File: config.mk
export PLATFORM = sky130hd
export DESIGN_NAME = led_breath_pwm
export DESIGN_NICKNAME = d
export VERILOG_FILES = /design/src/rtl/led_breath_pwm.sv
export SDC_FILE = /design/constraint.sdc
export NUM_CORES = 1
export LEC_CHECK = 0
export BUFFER_PORTS_ARGS = -buffer_cell sky130_fd_sc_hd__buf_2
export CAP_MARGIN = 20
export CORE_MARGIN = 1
export CORE_UTILIZATION = 45
export DETAILED_ROUTE_END_ITERATION = 16
export MAX_ROUTING_LAYER = met4
export PLACE_DENSITY_LB_ADDON = 0.25
export SYNTH_ARGS = -nofsm -noshare
export SYNTH_HDL_FRONTEND = slang
export SYNTH_SLANG_ARGS = --single-unit
File: constraint.sdc
create_clock -name clk -period 5.3 [get_ports clk]
set_input_delay 0 -clock clk [delete_from_list [all_inputs] [get_ports clk]]
set_output_delay 0 -clock clk [all_outputs]
set_load 0.01 [all_outputs]
File: src/rtl/led_breath_pwm.sv
// Breathing LED driver: a PWM duty cycle that ramps up, holds, ramps down and holds again.
// Brightness steps are only applied on a PWM period boundary so the LED never glitches.
module led_breath_pwm #(
  parameter int PWM_BITS   = 8,
  parameter int STEP_DIV   = 375000,
  parameter int HOLD_STEPS = 64
) (
  input  logic                clk,
  input  logic                rst,
  input  logic                en,
  output logic                led,
  output logic [PWM_BITS-1:0] duty,
  output logic [1:0]          state,
  output logic                breath_done
);

  localparam logic [1:0] HOLD_LO = 2'd0;
  localparam logic [1:0] RAMP_UP = 2'd1;
  localparam logic [1:0] HOLD_HI = 2'd2;
  localparam logic [1:0] RAMP_DN = 2'd3;

  localparam int HOLD_W = (HOLD_STEPS > 1) ? $clog2(HOLD_STEPS) : 1;

  localparam logic [PWM_BITS-1:0] DUTY_MAX  = '1;
  localparam logic [PWM_BITS-1:0] DUTY_MIN  = '0;
  localparam logic [31:0]         STEP_LAST = 32'(STEP_DIV - 1);
  localparam logic [HOLD_W-1:0]   HOLD_LAST = HOLD_W'(HOLD_STEPS - 1);

  logic [PWM_BITS-1:0] pwm_cnt;
  logic [31:0]         step_cnt;
  logic [HOLD_W-1:0]   hold_cnt;
  logic                pend;

  logic                wrap;
  logic                tick;
  logic                apply;
  logic                hold_last;

  logic [1:0]          state_nxt;
  logic [PWM_BITS-1:0] duty_nxt;
  logic [HOLD_W-1:0]   hold_nxt;
  logic                done_nxt;

  assign wrap      = (pwm_cnt == DUTY_MAX);
  assign tick      = (step_cnt == STEP_LAST);
  assign apply     = wrap & (pend | tick);
  assign hold_last = (hold_cnt == HOLD_LAST);

  // One brightness step per apply; at the ends of the ramps the state moves on instead.
  always_comb begin
    state_nxt = state;
    duty_nxt  = duty;
    hold_nxt  = hold_cnt;
    done_nxt  = 1'b0;
    if (apply) begin
      case (state)
        HOLD_LO: begin
          if (hold_last) begin
            state_nxt = RAMP_UP;
            hold_nxt  = '0;
          end else begin
            hold_nxt = hold_cnt + 1'b1;
          end
        end
        RAMP_UP: begin
          if (duty == DUTY_MAX) begin
            state_nxt = HOLD_HI;
            hold_nxt  = '0;
          end else begin
            duty_nxt = duty + 1'b1;
          end
        end
        HOLD_HI: begin
          if (hold_last) begin
            state_nxt = RAMP_DN;
            hold_nxt  = '0;
          end else begin
            hold_nxt = hold_cnt + 1'b1;
          end
        end
        default: begin
          if (duty == DUTY_MIN) begin
            state_nxt = HOLD_LO;
            hold_nxt  = '0;
            done_nxt  = 1'b1;
          end else begin
            duty_nxt = duty - 1'b1;
          end
        end
      endcase
    end
  end

  // Disable behaves like a synchronous reset so re-enabling restarts the pattern cleanly.
  always_ff @(posedge clk or posedge rst) begin
    if (rst) begin
      pwm_cnt     <= '0;
      step_cnt    <= '0;
      hold_cnt    <= '0;
      pend        <= 1'b0;
      state       <= HOLD_LO;
      duty        <= '0;
      led         <= 1'b0;
      breath_done <= 1'b0;
    end else if (!en) begin
      pwm_cnt     <= '0;
      step_cnt    <= '0;
      hold_cnt    <= '0;
      pend        <= 1'b0;
      state       <= HOLD_LO;
      duty        <= '0;
      led         <= 1'b0;
      breath_done <= 1'b0;
    end else begin
      pwm_cnt     <= pwm_cnt + 1'b1;
      step_cnt    <= tick ? 32'd0 : step_cnt + 32'd1;
      // Ticks arriving mid-period collapse into a single pending step.
      pend        <= (pend & ~apply) | tick;
      hold_cnt    <= hold_nxt;
      state       <= state_nxt;
      duty        <= duty_nxt;
      led         <= (pwm_cnt < duty);
      breath_done <= done_nxt;
    end
  end

endmodule

==> flow_summary.ini, run 1 <==
[synth]
ys_flop_type = dfrtp_1
syn_inst = 373
syn_avg_cell_area_um2 = 9.18
netlist_area_um2 = 3430
ys_seq_area_frac = 0.431
yosys_warnings = 0
synth_seq_cells = 59
synth_fp_nets = 397
synth_edf_count = 0
async_reset_ff_frac = 1.00
yosysUniqueCellTypes = 45

[global_route]
first_global_vias = 2437
initial_antenna_violation_count = 0
grt_pass1_wl_um = 11500
grtUsageTotal = 0.198
grt_overflow = 0
grt_max_degree = 60

[flow_run]
max_cap_viol_count = 0

[cells_and_area]
final_cell_count_no_fill = 496
layout-area-overhead-vs-synth_pct = 10.3
antenna-diode-count = 0
finish.net_count = 416
post_route_cells_drive_above_1_share = 0.0982
final_area_um2 = 3780

[clocking]
cts-root-to-sink-buffers = 2
cts_sinks = 59
clock_pin_transition_on_the_worst_setup_and_hold_timing_paths_ns = 0.06
cts_root_buf = clkbuf_8
post_cts.resized_instances = 0
h-tree-depth = 3
worst_skew_pair.late_latency_ns = 0.34
tritoncts_clock_tree = built
cts-buffers-inserted = 9
post-cts-setup-buffer-count = 0

[pwr]
share_seq_of_total_power = 0.453
power.density_cell_area_nw_per_um2 = 278
power_leakage_nw = 1.66
vdd_ir_drop_max_uv = 204
p_switching_mw = 0.311
combinational_share_of_power = 0.204
p_clk_frac = 0.343
power.internal_mw = 0.738
finalPower_mw = 1.05
switching_share = 0.296

[timing]
setup_repair_after_global_routing_missed_its_margin = no
timing.setup.tns_ns = 0
timing.final.crit_share = 0.510
number_of_setup_violations_in_the_final_report = 0
final-hold-violation-count = 0
worst_slew_pin_slew_ns = 0.877
relSlewSlack = 0.410
finalClockSkew_ns = 0.00768
fmax_mhz = 370
timing_max_transition_violations_final = 0
minimum_period_implied_by_the_final_worst_setup_slack_ns = 2.70
layout_setup_ws_ns = 2.60

[floorplanning]
starting_utilization_of_the_core_area = 0.470
core.rowCount = 31
boundaryPins = 15
dieWidth_um = 89.3
die_height_um = 89.3
design.core.area_um2 = 7290
die-area_um2 = 7970

[route]
route.detailed.wl_per_inst_um = 13.5
wl_um = 6710
route.detailed.drc = 0
ant_nets = 0
drt_pass1_iterations = 4
route.vias.total = 2615
drt_met1_wl_um = 3380
top_signal_layer_used = met4
drt_first_iter_violations = 105
post_detailed_route_via_to_cell_ratio = 5.27
met2RoutedLength_um = 3030
detailroute.wirelength.met3_um = 243

[placed_design]
gp_congestion = 0.824
place_ws_ns = 2.63
place_inst = 479
place.port_buffers = 14
post_dp_cell_area_um2 = 3590
hpwl_um = 4690

[critical_path]
cp_max_fo = 10
worst_setup_path_start_kind = register
cp-end-kind = register
critical_path.reg2reg.startpoint = state[1]
crit_type = register to register
worst_ep_arrival_time_ns = 2.90
worst_ep_required_time_ns = 5.49
timing.critical_path.from = state[1]

[worst_hold_path]
hp-class = input pin to register
hold_start = en

[run_status]
outcome = completed
## state kept, by name (all words and copies together) (netlist names)
| register | count |
|---|---|
| pwm_cnt | 8 |
| pend | 1 |
| hold_cnt | 6 |
| breath_done | 1 |
| state | 2 |
| led | 1 |
| step_cnt | 32 |
| duty | 8 |
## worst max-delay path, stage by stage, from the launching register on
cell      delay, ns
dfrtp_1        0.40
inv_1          0.08
ha_1           0.25
inv_1          0.28
ha_1           0.30
a21oi_1        0.22
o211ai_1       0.16
o41a_1         0.39
and4_1         0.21
o21ai_0        0.16
o211ai_1       0.10
## cell type report
| type | count | area (um2) |
|---|---|---|
| fillers | 690 | 3510 |
| multi-input cells | 288 | 1850 |
| flip-flops and latches | 59 | 1480 |
| clock buffers | 14 | 163 |
| well taps | 99 | 124 |
| repair buffers | 17 | 95.1 |
| inverters | 17 | 63.8 |
| clock inverters | 2 | 10.0 |
## synth_stat cells, types with 4 or more instances
library cell / number / area, um2
a21boi_0: 4 / 30.0
a21oi_1: 7 / 35.0
and2_1: 11 / 68.8
and3_1: 8 / 50.1
clkbuf_1: 6 / 22.5
dfrtp_1: 59 / 1480
ha_1: 20 / 250
inv_1: 17 / 63.8
nand2_1: 33 / 124
nand3_1: 21 / 105
nand4_1: 13 / 81.3
nor2_1: 46 / 173
nor2b_1: 7 / 43.8
nor3_1: 9 / 45.0
nor4_1: 8 / 50.1
o211ai_1: 4 / 30.0
o21ai_0: 25 / 125
xnor2_1: 19 / 166
xor2_1: 19 / 166
## metrics by stage
| stage | hold WS, ns | utilization |
|---|---|---|
| after floorplan | 0.270 | - |
| after global placement | 0.253 | 0.493 |
| after detailed placement | 0.253 | 0.493 |
| after CTS | 0.109 | 0.518 |
| after global routing | 0.148 | 0.518 |
| final | 0.125 | 0.518 |
## cells by family after synthesis
| family | count (synthesis) | synth area share |
|---|---|---|
| DFF | 59 | 0.431 |
| xor gates and xnor gates | 38 | 0.0972 |
| buffers and inverters | 26 | 0.0314 |
| AOI/OAI and AO/OA | 56 | 0.102 |
| muxes | 1 | 0.00329 |
| and+or+nand+nor | 172 | 0.257 |
| adders and majority gates | 21 | 0.0789 |
## per-layer routing
layer,vias up,global-route usage
met5,-,-
met4,0,0.0505
met3,11,0.0693
met2,28,0.298
met1,1236,0.256
li1,1340,-
## cells in the final DEF (no fill, tap or decap), drive strengths merged, types with 2 or more instances in the layout
cell    count
a21boi      4
a21o        2
a21oi       7
and2       11
and3        8
and4        3
buf        16
clkbuf     14
clkinv      2
dfrtp      59
ha         20
inv        17
nand2      33
nand2b      2
nand3      21
nand4      13
nor2       46
nor2b       7
nor3        9
nor4        8
nor4b       2
o211ai      4
o21ai      26
o31ai       2
or2         2
or3         3
or4         2
xnor2      19
xor2       19
## repair_timing
| item | 4_1_cts | 5_1_grt |
|---|---|---|
| hold endpoints to repair | 59 | 0 |
| endpoints found under the setup margin | 0 | 0 |
| hold buffers | 1 | 0 |
## path summary, 6_finish.rpt
| kind | endpoint | slack [ns] | cells past startpoint |
|---|---|---|---|
| min in group asynchronous | step_cnt[16] | 0.41 | 4 |
| worst max register to register | duty[7] | 2.60 | 10 |
| worst min-delay path | breath_done | 0.13 | 3 |
| worst min register to register | hold_cnt[5] | 0.50 | 1 |
| worst max-delay path | duty[7] | 2.60 | 10 |
| max in group asynchronous | hold_cnt[3] | 4.40 | 4 |
## power by group through the flow
stage	logic (mW)	registers, mW	clock network [mW]
3_5_place_dp	0.213	0.484	0
3_3_place_gp	0.212	0.482	0
4_1_cts	0.215	0.475	0.370
2_1_floorplan	0.163	0.485	0
5_1_grt	0.247	0.478	0.397
6_report	0.214	0.475	0.360
Note: power is estimated with default switching activity, not from simulation.
==> inputs of run 2 (changes only) <==
==> constraint.sdc (replaced) <==
create_clock -name clk -period 2.3 [get_ports clk]
set_input_delay 0 -clock clk [delete_from_list [all_inputs] [get_ports clk]]
set_output_delay 0 -clock clk [all_outputs]
set_load 0.01 [all_outputs]
==> run 2 against run 1 <==
Compared with the run above:
- fmax up 25%
- clock skew up 0.0015 ns
- register-to-register slack worse by 2.5 ns
- via count up 6.4%
- critical path depth down 3
- final area up 6.0%
- critical path type unchanged
- critical endpoint is now hold_cnt[4]
==> flow_summary.ini, run 2 (synthesis gave the netlist of run 1 again) <==
[global_route]
first_global_vias = 2780
grt_max_degree = 60
initial_antenna_violation_count = 0
grt_pass1_wl_um = 12600
grt_overflow = 0
grtUsageTotal = 0.215

[critical_path]
worst_setup_path_start_kind = register
regToRegSetupSlack_ns = 0.14
critical_path.reg2reg.startpoint = step_cnt[0]
critPathMaxStageDelay_ns = 0.50
cp_max_fo = 5
timing.critical_path.cells = ha_2 -> and3_1 -> nand4_1 -> o21ba_2 -> o31a_1 -> or4_1 -> nand2_1
cp-end-kind = register
worst_ep_arrival_time_ns = 2.44
register_to_register_path_depth = 7
crit_type = register to register
worst_ep_required_time_ns = 2.58
crit-reg2reg-capture = hold_cnt[4]
crit_slowest_cell = or4_1

[flow_run]
max_cap_viol_count = 0

[pwr]
vdd_ir_drop_max_uv = 572
power.density_cell_area_nw_per_um2 = 651
power_leakage_nw = 1.79
finalPower_mw = 2.61

[worst_hold_path]
worstHoldPathCells = 3
hold_start = en
holdPathEnd = breath_done
hp-class = input pin to register

[timing]
timing.setup.tns_ns = 0
finalClockSkew_ns = 0.00915
timing_max_transition_violations_final = 0
number_of_setup_violations_in_the_final_report = 0
minimum_period_implied_by_the_final_worst_setup_slack_ns = 2.16
worst_slew_pin_slew_ns = 0.745
worst_hold_slack_ns = 0.137
timing.final.crit_share = 0.938
final-hold-violation-count = 0
fmax_mhz = 464
setup_repair_after_global_routing_missed_its_margin = no
relSlewSlack = 0.503

[route]
wl_um = 7090
drt_pass1_iterations = 4
route.detailed.drc = 0
post_detailed_route_via_to_cell_ratio = 5.37
route.vias.total = 2782
route.detailed.wl_per_inst_um = 13.7
drt_first_iter_violations = 161
ant_nets = 0

[cells_and_area]
reg_top3 = step_cnt: 32 flops, duty: 8 flops, pwm_cnt: 8 flops
finish.utilization = 0.549
layout_common_cells = 59 x dfrtp_1, 46 x nor2_1, 33 x nand2_1
finish.net_count = 438
post_route_cells_drive_above_1_share = 0.169
max_flop_register = step_cnt
antenna-diode-count = 0
final.fill_count = 688
final_area_um2 = 4000
layout_commonest_cell = dfrtp_1
layout-area-overhead-vs-synth_pct = 16.9
largest_reg_flops = 32

[placed_design]
gp_congestion = 0.829
post_dp_cell_area_um2 = 3760
place.port_buffers = 14
hpwl_um = 5060

[clocking]
clock_pin_transition_on_the_worst_setup_and_hold_timing_paths_ns = 0.07
worst_skew_pair.late_latency_ns = 0.33
cts_sinks = 59
cts_root_buf = clkbuf_8
cts-root-to-sink-buffers = 2
tritoncts_clock_tree = built
cts-buffers-inserted = 9
h-tree-depth = 3

[floorplanning]
boundaryPins = 15
die-area_um2 = 7970
die_height_um = 89.3
dieWidth_um = 89.3
design.core.area_um2 = 7290
core.rowCount = 31
starting_utilization_of_the_core_area = 0.470

[run_status]
outcome = completed
## run 2: final cells by class
class / count / area, um2 / share of cell area
Clock buffer: 11 / 141 / 0.0353
Clock inverter: 5 / 52.6 / 0.0131
Inverter: 17 / 66.3 / 0.0166
Multi-Input combinational cell: 288 / 1880 / 0.470
Sequential cell: 59 / 1480 / 0.369
Tap cell: 99 / 124 / 0.0309
Timing Repair Buffer: 39 / 260 / 0.0650
## run 2: how the worst max path moves through the flow
stage | endpoint | from | slack (ns)
final | hold_cnt[4] | step_cnt[0] | 0.14
after global routing | duty[7] | state[1] | 0.01
after CTS | step_cnt[28] | step_cnt[0] | 0.03
after detailed placement | duty[7] | state[1] | 0.01
after global placement | hold_cnt[4] | duty[7] | 0.07
after floorplan | duty[7] | state[1] | 0.02
## run 2: repair_timing
action / CTS / global route
buffers inserted: 1 / 0
pin swaps: 1 / 2
hold endpoints to repair: 59 / 0
hold buffers: 1 / 0
endpoints found under the setup margin: 1 / 8
resized for setup: 3 / 6
## run 2: layer usage
| layer | routed length (um) | global-route usage | up-vias |
|---|---|---|---|
| met5 | 0 | - | - |
| met4 | 40 | 0.0635 | 0 |
| met3 | 223 | 0.0563 | 4 |
| met2 | 3290 | 0.328 | 47 |
| met1 | 3530 | 0.281 | 1347 |
| li1 | - | - | 1384 |
## run 2: metrics by stage
stage | worst slack [ns] | std cells
after CTS | 0.0348 | 518
after global routing | 0.0138 | 518
after detailed placement | 0.0103 | 500
after global placement | 0.0682 | 500
final | 0.143 | 518
after floorplan | 0.0194 | 373
## run 2: critical path, delay by kind of cell, from the launching register on
| family | cells | cell delay (ns) |
|---|---|---|
| compound gates | 2 | 0.56 |
| fa+ha+maj | 1 | 0.24 |
| flops | 1 | 0.41 |
| simple gates | 4 | 0.91 |
## run 2: power by group
group          internal, mW  total, mW  switching, mW
Combinational         0.248      0.591          0.343
Clock                 0.524      0.929          0.405
Sequential             1.06       1.09         0.0246
==> inputs of run 3 (changes only) <==
--- a/config.mk
+++ b/config.mk
@@ -7,8 +7,10 @@
 export LEC_CHECK = 0
 export BUFFER_PORTS_ARGS = -buffer_cell sky130_fd_sc_hd__buf_2
 export CAP_MARGIN = 20
+export CELL_PAD_IN_SITES_DETAIL_PLACEMENT = 1
+export CELL_PAD_IN_SITES_GLOBAL_PLACEMENT = 1
 export CORE_MARGIN = 1
-export CORE_UTILIZATION = 45
+export CORE_UTILIZATION = 40
 export DETAILED_ROUTE_END_ITERATION = 16
 export MAX_ROUTING_LAYER = met4
 export PLACE_DENSITY_LB_ADDON = 0.25
==> run 3 against run 2 <==
Compared with the run above:
- wire length rose by 13%
- sequential share of layout area fell by 0.86 points
- cell count rose by 2.3%
- final area rose by 2.4%
- flip-flop and latch count did not move
- clock-buffer cell count rose by 1
- first-iteration DRC count fell by 59%
- critical path type unchanged
- largest power group unchanged
- highest routed layer unchanged
==> flow_summary.ini, run 3 (synthesis gave the netlist of run 1 again) <==
[run_status]
outcome = completed

[flow_run]
max_cap_viol_count = 0

[route]
ant_nets = 0
post_detailed_route_via_to_cell_ratio = 5.35
drt_pass1_iterations = 6
wl_um = 8040
route.detailed.wl_per_inst_um = 15.2
route.vias.total = 2834
drt_first_iter_violations = 66
route.detailed.drc = 0

[global_route]
grt_overflow = 0
grt_max_degree = 60
first_global_vias = 2927
initial_antenna_violation_count = 0
grt_pass1_wl_um = 13900
grtUsageTotal = 0.208

[cells_and_area]
antenna-diode-count = 0
post_route_cells_drive_above_1_share = 0.195
layout-area-overhead-vs-synth_pct = 19.6
max_flop_register = step_cnt
layout_common_cells = 59 x dfrtp_1, 46 x nor2_1, 33 x nand2_1
layout_commonest_cell = dfrtp_1
reg_top3 = step_cnt: 32 flops, duty: 8 flops, pwm_cnt: 8 flops
finish.net_count = 444
largest_reg_flops = 32

[critical_path]
critPathMaxStageDelay_ns = 0.50
crit_slowest_cell = or4_1
timing.critical_path.cells = nor4_1 -> nand4_1 -> o21ba_2 -> o31a_1 -> or4_1 -> nand2_1
cp-end-kind = register
worst_ep_arrival_time_ns = 2.47
crit_type = register to register
cp_max_fo = 4
worst_ep_required_time_ns = 2.57
worst_setup_path_start_kind = register

[placed_design]
hpwl_um = 5710
place.port_buffers = 14
gp_congestion = 0.824

[clocking]
cts_root_buf = clkbuf_8
cts-buffers-inserted = 9
worst_skew_pair.late_latency_ns = 0.33
h-tree-depth = 3
cts_sinks = 59
clock_pin_transition_on_the_worst_setup_and_hold_timing_paths_ns = 0.07
cts-root-to-sink-buffers = 2
tritoncts_clock_tree = built

[pwr]
power_leakage_nw = 1.83
finalPower_mw = 2.73
power.density_cell_area_nw_per_um2 = 666
vdd_ir_drop_max_uv = 263

[timing]
worst_slew_pin_slew_ns = 0.762
minimum_period_implied_by_the_final_worst_setup_slack_ns = 2.19
timing.final.crit_share = 0.954
fmax_mhz = 456
worst_hold_slack_ns = 0.0984
finalClockSkew_ns = 0.00878
timing_max_transition_violations_final = 0
relSlewSlack = 0.492
number_of_setup_violations_in_the_final_report = 0
timing.setup.tns_ns = 0
final-hold-violation-count = 0

[floorplanning]
boundaryPins = 15
design.core.area_um2 = 8260
starting_utilization_of_the_core_area = 0.415
core.rowCount = 33
die-area_um2 = 8940
die_height_um = 94.5
dieWidth_um = 94.5

[worst_hold_path]
hp-class = input pin to register
==> run 3: changes by cell type in the layout (fill, tap and decap cells not counted), sizes merged <==
cell,before,now
clkinv,3,2
clkbuf,11,12
buf,38,44
==> run 3: through the flow <==
stage	area (um2)	std cells	util	setup slack, ns
6_report	4100	530	0.496	0.105
5_1_grt	4100	530	0.496	-0.00943
4_1_cts	4050	529	0.490	0.00247
3_5_place_dp	3810	511	0.461	-0.0143
3_3_place_gp	3810	511	0.461	0.0785
2_1_floorplan	3440	373	-	0.0194
==> run 3: critical path: cells and delay by family (launching register included) <==
kind	cells	cell delay, ns
simple gates	4	1.17
flops	1	0.41
compound gates	2	0.56
==> run 3: repair_timing <==
item	4_1_cts	5_1_grt
endpoints found under the setup margin	2	14
pin swaps	1	3
resized for setup	2	12
endpoints found under the hold margin	59	0
gates cloned	0	0
hold buffers	1	0
setup buffers	1	1
==> run 3: path summary, 6_finish.rpt <==
check | endpoint | slack (ns) | cells after the start | start
setup / recovery | hold_cnt[4] | 0.11 | 6 | step_cnt[22]
setup reg to reg | hold_cnt[4] | 0.11 | 6 | step_cnt[22]
max in group asynchronous | step_cnt[25] | 1.37 | 4 | rst
hold / removal | hold_cnt[1] | 0.1 | 4 | en
hold reg to reg | hold_cnt[5] | 0.50 | 1 | hold_cnt[5]
min in group asynchronous | pwm_cnt[6] | 0.43 | 4 | rst
==> run 3: final cells by class <==
type	instances	area, um2
flip-flops and latches	59	1480
inverters	17	66.3
fillers	979	4160
well taps	105	131
clock inverters	4	47.5
multi-input cells	288	1910
clock buffers	12	165
repair buffers	45	305
==> run 3: power breakdown <==
part | total (mW) | switching [mW] | internal [mW] | leakage, nW
sequential | 1.09 | 0.0257 | 1.06 | 0.817
clock | 1.00 | 0.418 | 0.585 | 0.108
combinational | 0.637 | 0.372 | 0.265 | 0.906
total | 2.73 | 0.815 | 1.91 | 1.83
==> run 3: metal layers <==
metal	part of all wire	vias up	wire [um]	track usage
met4	0.015	0	118	0.0707
met2	0.48	19	3850	0.328
met1	0.49	1409	3940	0.271
met5	0	-	0	-
li1	-	1392	-	-
met3	0.018	14	141	0.0346
